===== config.mk =====
export PLATFORM = sky130hd
export DESIGN_NAME = trng_sequencer
export DESIGN_NICKNAME = d
export VERILOG_FILES = /design/src/rtl/trng_pkg.sv /design/src/rtl/trng_rep_test.sv /design/src/rtl/trng_sequencer.sv
export SDC_FILE = /design/constraint.sdc
export NUM_CORES = 1
export LEC_CHECK = 0
export CAP_MARGIN = 30
export CORE_UTILIZATION = 50
export CTS_CLUSTER_SIZE = 20
export DETAILED_ROUTE_END_ITERATION = 12
export PLACE_DENSITY = 0.68
export SYNTH_ARGS = -nofsm -noshare
export SYNTH_HDL_FRONTEND = slang
export SYNTH_HIERARCHICAL = 1
export SYNTH_SLANG_ARGS = --single-unit

===== constraint.sdc =====
create_clock -name clk -period 6.2 [get_ports clk]
set_clock_uncertainty 0.05 [all_clocks]
set_input_delay 0.62 -clock clk [delete_from_list [all_inputs] [get_ports clk]]
set_output_delay 0.62 -clock clk [all_outputs]
set_load 0.05 [all_outputs]

===== src/rtl/trng_pkg.sv =====
// Shared types and defaults for the SR-latch TRNG sequencer.
package trng_pkg;

  typedef enum logic [2:0] {
    ST_IDLE,
    ST_HOLD,
    ST_SETTLE,
    ST_SAMPLE,
    ST_PUSH,
    ST_FAIL
  } state_t;

  localparam int DEF_RESET_CYCLES  = 2;
  localparam int DEF_SETTLE_CYCLES = 4;
  localparam int DEF_REP_LIMIT     = 8;
  localparam int DEF_WIDTH         = 8;

  // Bits needed for a counter that must be able to hold the value n.
  function automatic int cnt_width(input int n);
    return (n < 1) ? 1 : $clog2(n + 1);
  endfunction

endpackage


===== src/rtl/trng_rep_test.sv =====
// Repetition-count health test: trips when REP_LIMIT consecutive samples are equal.
module trng_rep_test #(
  parameter int REP_LIMIT = 8
) (
  input  logic clk,
  input  logic rst_n,
  input  logic sample,
  input  logic ent_bit,
  input  logic clear,
  output logic trip
);

  logic [7:0] rep_cnt;
  logic [7:0] rep_nxt;
  logic       last_bit;

  // rep_cnt == 0 marks "no previous sample" after reset or clear.
  always_comb begin
    rep_nxt = 8'd1;
    if (rep_cnt != 8'd0 && ent_bit == last_bit) rep_nxt = rep_cnt + 8'd1;
    trip = sample && (rep_nxt == 8'(REP_LIMIT));
  end

  always_ff @(posedge clk or negedge rst_n) begin
    if (!rst_n) begin
      rep_cnt  <= 8'd0;
      last_bit <= 1'b0;
    end else if (clear) begin
      rep_cnt  <= 8'd0;
      last_bit <= 1'b0;
    end else if (sample) begin
      rep_cnt  <= rep_nxt;
      last_bit <= ent_bit;
    end
  end

endmodule


===== src/rtl/trng_sequencer.sv =====
// Sequencer for the SR-latch entropy network: hold/release/sample timing,
// word packing onto a valid/ready port, and repetition-test lockout.
//
// state     | meaning
// ST_IDLE   | latches held, waiting for enable
// ST_HOLD   | latches held in reset for RESET_CYCLES
// ST_SETTLE | latches released, racing for SETTLE_CYCLES
// ST_SAMPLE | one cycle: capture raw bit, update health test
// ST_PUSH   | word presented until handshake
// ST_FAIL   | health test tripped; sticky until clear_fail
module trng_sequencer
  import trng_pkg::*;
#(
  parameter int RESET_CYCLES  = DEF_RESET_CYCLES,
  parameter int SETTLE_CYCLES = DEF_SETTLE_CYCLES,
  parameter int REP_LIMIT     = DEF_REP_LIMIT,
  parameter int WIDTH         = DEF_WIDTH
) (
  input  logic             clk,
  input  logic             rst_n,
  input  logic             enable,
  input  logic             ent_bit,
  output logic             latch_hold,
  output logic [WIDTH-1:0] rnd_data,
  output logic             rnd_valid,
  input  logic             rnd_ready,
  output logic             health_fail,
  input  logic             clear_fail
);

  localparam int PHASE_MAX = (RESET_CYCLES > SETTLE_CYCLES) ? RESET_CYCLES : SETTLE_CYCLES;
  localparam int PW = cnt_width(PHASE_MAX);
  localparam int BW = cnt_width(WIDTH);

  state_t           state, state_nxt;
  logic [PW-1:0]    phase;
  logic [BW-1:0]    bit_cnt;
  logic [WIDTH-1:0] shift_reg, shift_in;
  logic             sample_go, trip, handshake, word_done;

  logic             latch_hold_d, rnd_valid_d, health_fail_d;
  logic [WIDTH-1:0] rnd_data_d;

  // A SAMPLE cycle with enable low is an abort: the bit is not taken.
  assign sample_go = (state == ST_SAMPLE) && enable;
  assign handshake = (state == ST_PUSH) && rnd_ready;
  assign word_done = (bit_cnt == BW'(WIDTH - 1));
  assign shift_in  = {shift_reg[WIDTH-2:0], ent_bit};

  trng_rep_test #(.REP_LIMIT(REP_LIMIT)) u_rep_test (
    .clk     (clk),
    .rst_n   (rst_n),
    .sample  (sample_go),
    .ent_bit (ent_bit),
    .clear   ((state == ST_FAIL) && clear_fail),
    .trip    (trip)
  );

  always_ff @(posedge clk or negedge rst_n) begin
    if (!rst_n) state <= ST_IDLE;
    else        state <= state_nxt;
  end

  always_comb begin
    state_nxt = state;
    case (state)
      ST_IDLE:   if (enable) state_nxt = ST_HOLD;
      ST_HOLD:   if (!enable) state_nxt = ST_IDLE;
                 else if (phase == '0) state_nxt = ST_SETTLE;
      ST_SETTLE: if (!enable) state_nxt = ST_IDLE;
                 else if (phase == '0) state_nxt = ST_SAMPLE;
      ST_SAMPLE: if (!enable) state_nxt = ST_IDLE;
                 else if (trip) state_nxt = ST_FAIL;
                 else if (word_done) state_nxt = ST_PUSH;
                 else state_nxt = ST_HOLD;
      ST_PUSH:   if (rnd_ready) state_nxt = enable ? ST_HOLD : ST_IDLE;
      ST_FAIL:   if (clear_fail) state_nxt = ST_IDLE;
      default:   state_nxt = ST_IDLE;
    endcase
  end

  always_comb begin
    latch_hold_d  = !(state_nxt == ST_SETTLE || state_nxt == ST_SAMPLE);
    rnd_valid_d   = (state_nxt == ST_PUSH);
    health_fail_d = (state_nxt == ST_FAIL);
    rnd_data_d    = '0;
    if (state_nxt == ST_PUSH) rnd_data_d = (state == ST_SAMPLE) ? shift_in : shift_reg;
  end

  // Down-counter loaded on entry to HOLD/SETTLE; terminal count is zero.
  always_ff @(posedge clk or negedge rst_n) begin
    if (!rst_n) begin
      phase <= '0;
    end else if (state_nxt == ST_HOLD && state != ST_HOLD) begin
      phase <= PW'(RESET_CYCLES - 1);
    end else if (state_nxt == ST_SETTLE && state != ST_SETTLE) begin
      phase <= PW'(SETTLE_CYCLES - 1);
    end else if (phase != '0) begin
      phase <= phase - PW'(1);
    end
  end

  always_ff @(posedge clk or negedge rst_n) begin
    if (!rst_n) begin
      shift_reg <= '0;
      bit_cnt   <= '0;
    end else if (sample_go && !trip) begin
      shift_reg <= shift_in;
      bit_cnt   <= bit_cnt + BW'(1);
    end else if (handshake || state_nxt == ST_IDLE || state_nxt == ST_FAIL) begin
      shift_reg <= '0;
      bit_cnt   <= '0;
    end
  end

  always_ff @(posedge clk or negedge rst_n) begin
    if (!rst_n) begin
      latch_hold  <= 1'b1;
      rnd_valid   <= 1'b0;
      rnd_data    <= '0;
      health_fail <= 1'b0;
    end else begin
      latch_hold  <= latch_hold_d;
      rnd_valid   <= rnd_valid_d;
      rnd_data    <= rnd_data_d;
      health_fail <= health_fail_d;
    end
  end

endmodule


======== Word level (Yosys, flattened, before mapping) ========
Cells that the tools add are included.
word-level totals
  bits in registers ....................... 38
  word-level logic and storage cells ...... 75
  output and inout port bits .............. 11
operators by class
  muxes and demuxes ....................... 26
  equality and inequality tests ........... 15
  reductions and logical operators ........ 21
  add/subtract/negate cells ............... 3
operators by type and width
  kind                   count
  $mux W8                7
  $mux W3                13
  $pmux W3 S6            1
  $eq A3 B2 Y1 const B   4
  $eq A3 B3 Y1 const B   4
  $logic_not A3 Y1       3
  $add A8 B1 Y8 const B  1
  $eq A8 B4 Y1 const B   1
  $logic_and A1 B1 Y1    8
  $mux W4                2
  $reduce_bool A8 Y1     1
  $eq A3 B1 Y1 const B   2
  $reduce_bool A3 Y1     2
  $add A4 B1 Y4 const B  1
  $eq A4 B3 Y1 const B   1
  $reduce_bool A2 Y1     2
  $logic_or A1 B1 Y1     3
  $mux W1                3
  $ne A3 B1 Y1 const B   1
  $ne A3 B2 Y1 const B   1
  $sub A3 B1 Y3 const B  1
  $logic_not A1 Y1       2
  $eq A1 B1 Y1           1

======== Logic depth before layout (Yosys ltp) ========
  depth after elaboration ................. 13
  depth in mapped cells ................... 11
  mapped depth without buffers ............ 10

======== By module ========
The synthesis kept the hierarchy.
modules (own cells, without submodules)
  module          times used  cells each  area each (µm²)  seq. area each (µm²)
  trng_sequencer  1           141         1,465.2          726.9
  trng_rep_test   1           65          663.1            225.2

======== Worst setup path before layout ========
OpenSTA, ideal clock, no wires.
  kind .................................... in2reg
  start point ............................. in enable
  end point ............................... reg bit_cnt[0]
  buffers on the path ..................... 3
  setup slack ............................. 3.275 ns
  arrival time ............................ 2.750 ns
  stages .................................. 10
  required time ........................... 6.025 ns
  path through ............................ and4b_1 -> buf_6 -> clkbuf_1 -> nand4b_1 -> nor4_1 -> a21oi_1 -> a221oi_1 -> a21oi_2 -> buf_6 -> mux2_4
on the way
  cells in the longest elaborated chain, start to end .. 9
  elaborated cells between the ends (all ways) .. 18
  classes of those cells .................. 1 x eq/ne; 9 x mux; 8 x reduce/logical
RTL lines
  item                                 line                   text
  start: declaration                   trng_sequencer.sv:21   input logic enable,
  $logic_and A1 B1 Y1 *                trng_sequencer.sv:45   assign sample_go = (state == ST_SAMPLE) && enable;
  net sample_go                        trng_sequencer.sv:39   logic sample_go, trip, handshake, word_done;
  $logic_and A1 B1 Y1 *                trng_rep_test.sv:21    trip = sample && (rep_nxt == 8'(REP_LIMIT));
  net trip                             trng_sequencer.sv:39
  $mux W3                              trng_sequencer.sv:73   else if (trip) state_nxt = ST_FAIL;
  $mux W3                              trng_sequencer.sv:72   ST_SAMPLE: if (!enable) state_nxt = ST_IDLE;
  $pmux W3 S6                          trng_sequencer.sv:66   case (state)
  $logic_not A3 Y1                     trng_sequencer.sv:110  end else if (handshake || state_nxt == ST_IDLE || state_nxt == ST_FAIL) begin
  $logic_or A1 B1 Y1 (2 in series)     trng_sequencer.sv:110
  $reduce_bool A2 Y1 (no source line)  --
  end signal: assignment               trng_sequencer.sv:109  bit_cnt <= bit_cnt + BW'(1);
  end: declaration                     trng_sequencer.sv:37   logic [BW-1:0] bit_cnt;
Mark *: on every way through the listed nets, which the timed path passes. The rest lies on a longest branch.
A chain may end at the register's enable or synchronous reset.

======== Final worst setup path ========
  start point ............................. in enable
  end point ............................... reg bit_cnt[2]
on the way
  cells in the longest elaborated chain, start to end .. 9
  elaborated cells between the ends (all ways) .. 18
  classes of those cells .................. 1 x eq/ne; 9 x mux; 8 x reduce/logical
RTL lines
  item                                 line
  $logic_and A1 B1 Y1 *                trng_sequencer.sv:45
  $logic_and A1 B1 Y1 *                trng_rep_test.sv:21
  net trip                             trng_sequencer.sv:39
  $mux W3                              trng_sequencer.sv:73
  $mux W3                              trng_sequencer.sv:72
  $pmux W3 S6                          trng_sequencer.sv:66
  $logic_not A3 Y1                     trng_sequencer.sv:110
  $logic_or A1 B1 Y1 (2 in series)     trng_sequencer.sv:110
  $reduce_bool A2 Y1 (no source line)  --
Marked as above.

==> results.yml <==
sta:
  slew_headroom: 0.414
  period_needed_ns: 3.62
  max_freq_ghz: 0.276
  finalHoldViolations: 0
  setup_violations: 0
  fin_crit_sh: 0.583
  worst_hold_slack_ns: 0.363
  setup_slack_ns: 2.58
  worst_pin_slew_ns: 0.871
  final_max_slew_viol_count: 0
  tns_ns: 0
  rsz0062_at_grt: "no"
job:
  max_cap_viol_count: 0
power_and_ir_drop:
  comb_power_share: 0.281
  vdd_ir_drop_max_mv: 0.170
  clock_power_share: 0.296
  power_density_nw_per_um2: 308
  swShare: 0.326
  power.leakage_nw: 1.05
  p_switching_mw: 0.239
  internal_power_mw: 0.494
  pwr-share-seq: 0.423
global_route:
  grt_first_pass_wirelength_um: 7320
  antenna_found_initial: 0
  grt_pass1_vias: 1550
  grt_max_degree: 39
  grt_usage: 0.223
  grt-ovfl-total: 0
synthesis:
  netlist_area_um2: 2130
  post_synth_mux_area_share: 0.0218
  synth_top_family_by_area: "simple AND/OR/NAND/NOR gates"
  synth_area_leader_cell: "dfrtp_1"
  ys_seq_area_frac: 0.447
  synth_area_per_cell_um2: 10.3
  yosys_most_used_dff: "dfrtp_1"
  synthAdderAreaFrac: 0.0294
  ys_types: 57
  yosysMostFrequentCell: "dfrtp_1"
  synth_edf_count: 0
  ys_ff_latch: 38
  synth_nets: 217
  yosys.area_share.simple: 0.245
  synth_compound_area_frac: 0.186
  async_flop_share: 1.00
  synth_area_leaders: "dfrtp_1 44%, a22o_1 4.5%, nand3_1 3.1%, ha_1 2.9%, a21oi_1 2.8%"
  synth_top_area_share: 0.435
  synth-xor-area-share: 0.0206
  yosysWarnings: 6
  synthTopCellsByCount: "37 x dfrtp_1, 16 x nand2_1, 13 x nand3_1"
  synthCells: 206
cts:
  cts.reportedPaths.clkPinSlew_ns: 0.08
  cts-resized-gates: 0
  clock_path_buffers: 2
  cts_htree_levels: 2
  clk_latency_ns: 0.29
  ctsHoldBuffers: 0
  clock-root-buffer: "clkbuf_8"
  clock-sinks: 38
  postCtsSetupBuffers: 0
  cts_tree: "yes"
  cts_buffers: 5
die:
  start_util: 0.525
  ioPinCount: 17
  die_h_um: 67.2
  rows: 23
  core_area_um2: 4060
  die_w_um: 67.2
  die_area_um2: 4520
critical_path:
  critPathBufInv: 1
  slowest_stage: "nor4_1"
  critPathArrivalTime_ns: 3.75
  end_kind: "flip-flop"
  setup.worst_path.start_class: "primary input"
  cp-startpoint: "enable"
  cp_cell_sequence: "clkdlybuf4s50_1 -> and4b_1 -> nand4b_1 -> nor4_1 -> a21oi_1 -> a221oi_1 -> a21oi_2 -> a211o_1"
  path_delay_family: "simple AND/OR/NAND/NOR gates"
  crit_required_ns: 6.34
  worst_path_largest_cell_delay_ns: 0.70
  r2r_start: "state[0]"
  crit_type: "primary input to flip-flop"
  crit_fanout: 18
place:
  globalplace.congestion: 0.794
  dp_hpwl_um: 3120
  io_buffers: 16
  post-place-ws_ns: 2.36
detailed_routing:
  drt-pass1-iter-count: 6
  drtIter0Drc: 158
  viasPerCell: 6.00
  drt_wl_total_um: 4390
  vias: 1613
  drt-wirelength-per-cell_um: 16.3
  ant_nets: 0
  drc: 0
hold_path:
  hp-class: "primary input to async pin"
cells_and_area:
  drive_gt1_frac: 0.123
  insertedDiodeCount: 0
  finish.utilization: 0.587
  fill_cells: 336
  synthToLayoutAreaGrowth_pct: 11.9
  layout.nets: 229
status:
  status: "complete, no violations"
per-layer routing:
metal	wire length (um)	track usage
met5	0	0
met4	62	0.0771
met3	167	0.0608
met2	2100	0.346
met1	2070	0.299
layout by cell type (no fill, tap or decap), types with 2 or more instances in the layout:
master | Yosys | routed
a22o_2 | 2 | 2
xor2_1 | 2 | 2
clkbuf_8 | 0 | 6
nand2b_1 | 5 | 5
a31oi_1 | 6 | 6
nand4b_1 | 2 | 2
nand3b_1 | 7 | 7
a21oi_1 | 12 | 12
mux2i_1 | 2 | 2
ha_1 | 5 | 5
dfrtp_1 | 37 | 37
nor3b_1 | 2 | 2
nor2b_1 | 4 | 4
and3b_1 | 2 | 2
o21ai_2 | 2 | 2
and2_1 | 3 | 3
a211o_1 | 2 | 2
clkdlybuf4s50_1 | 0 | 15
nor3_1 | 4 | 4
nand2_1 | 16 | 16
o21bai_1 | 2 | 2
nand3_1 | 13 | 13
nor4b_1 | 2 | 2
inv_1 | 7 | 7
nor2_1 | 12 | 12
o21ai_0 | 3 | 3
xnor2_1 | 3 | 3
a22o_1 | 11 | 11
final timing paths:
path | slack [ns] | to | cells past startpoint
max | 2.58 | bit_cnt[2] | 8
max in group asynchronous | 5.22 | u_rep_test/rep_cnt[0] | 1
max reg2reg | 2.66 | bit_cnt[2] | 7
min in group clk | 0.46 | shift_reg[7] | 1
min reg2reg | 0.46 | shift_reg[7] | 1
min | 0.36 | phase[2] | 1
cell type report:
cell class	instances	area, um^2	area share
clock buffer	7	86.3	0.0362
clock inverter	1	30.0	0.0126
multi-input combinational	150	1070	0.449
tap	50	62.6	0.0263
inverter	7	26.3	0.0110
sequential	38	952	0.400
timing repair buffer	16	155	0.0651
worst reg2reg max path: stages, from the launching register on:
cell	delay [ns]
dfrtp_1	0.74
and4b_1	0.73
nand4b_1	0.18
nor4_1	0.70
a21oi_1	0.16
a221oi_1	0.35
a21oi_2	0.22
a211o_1	0.33
power by group through the flow:
stage	Combinational, mW	Sequential, mW	Clock [mW]
floorplan	0.179	0.299	0
global placement	0.198	0.312	0
detailed placement	0.206	0.314	0
CTS	0.206	0.309	0.222
global route	0.228	0.316	0.230
finish	0.206	0.310	0.217
kinds of logic (layout without fill, tap and decap cells):
logic type               Yosys count  in the layout
adder cells (fa/ha/maj)            5              5
flip-flops                        38             38
buffers and inverters             18             31
multiplexers                       4              4
AO/OA/AOI/OAI                     50             50
XOR/XNOR                           5              5
AND/OR/NAND/NOR                   86             86
stage by stage:
stage	cells	area (um^2)	total power, mW
floorplan	206	2130	0.479
global placement	261	2270	0.511
detailed placement	261	2270	0.520
CTS	269	2380	0.737
global route	269	2380	0.774
finish	269	2380	0.733
No activity file was read; power rests on OpenSTA's default activity.
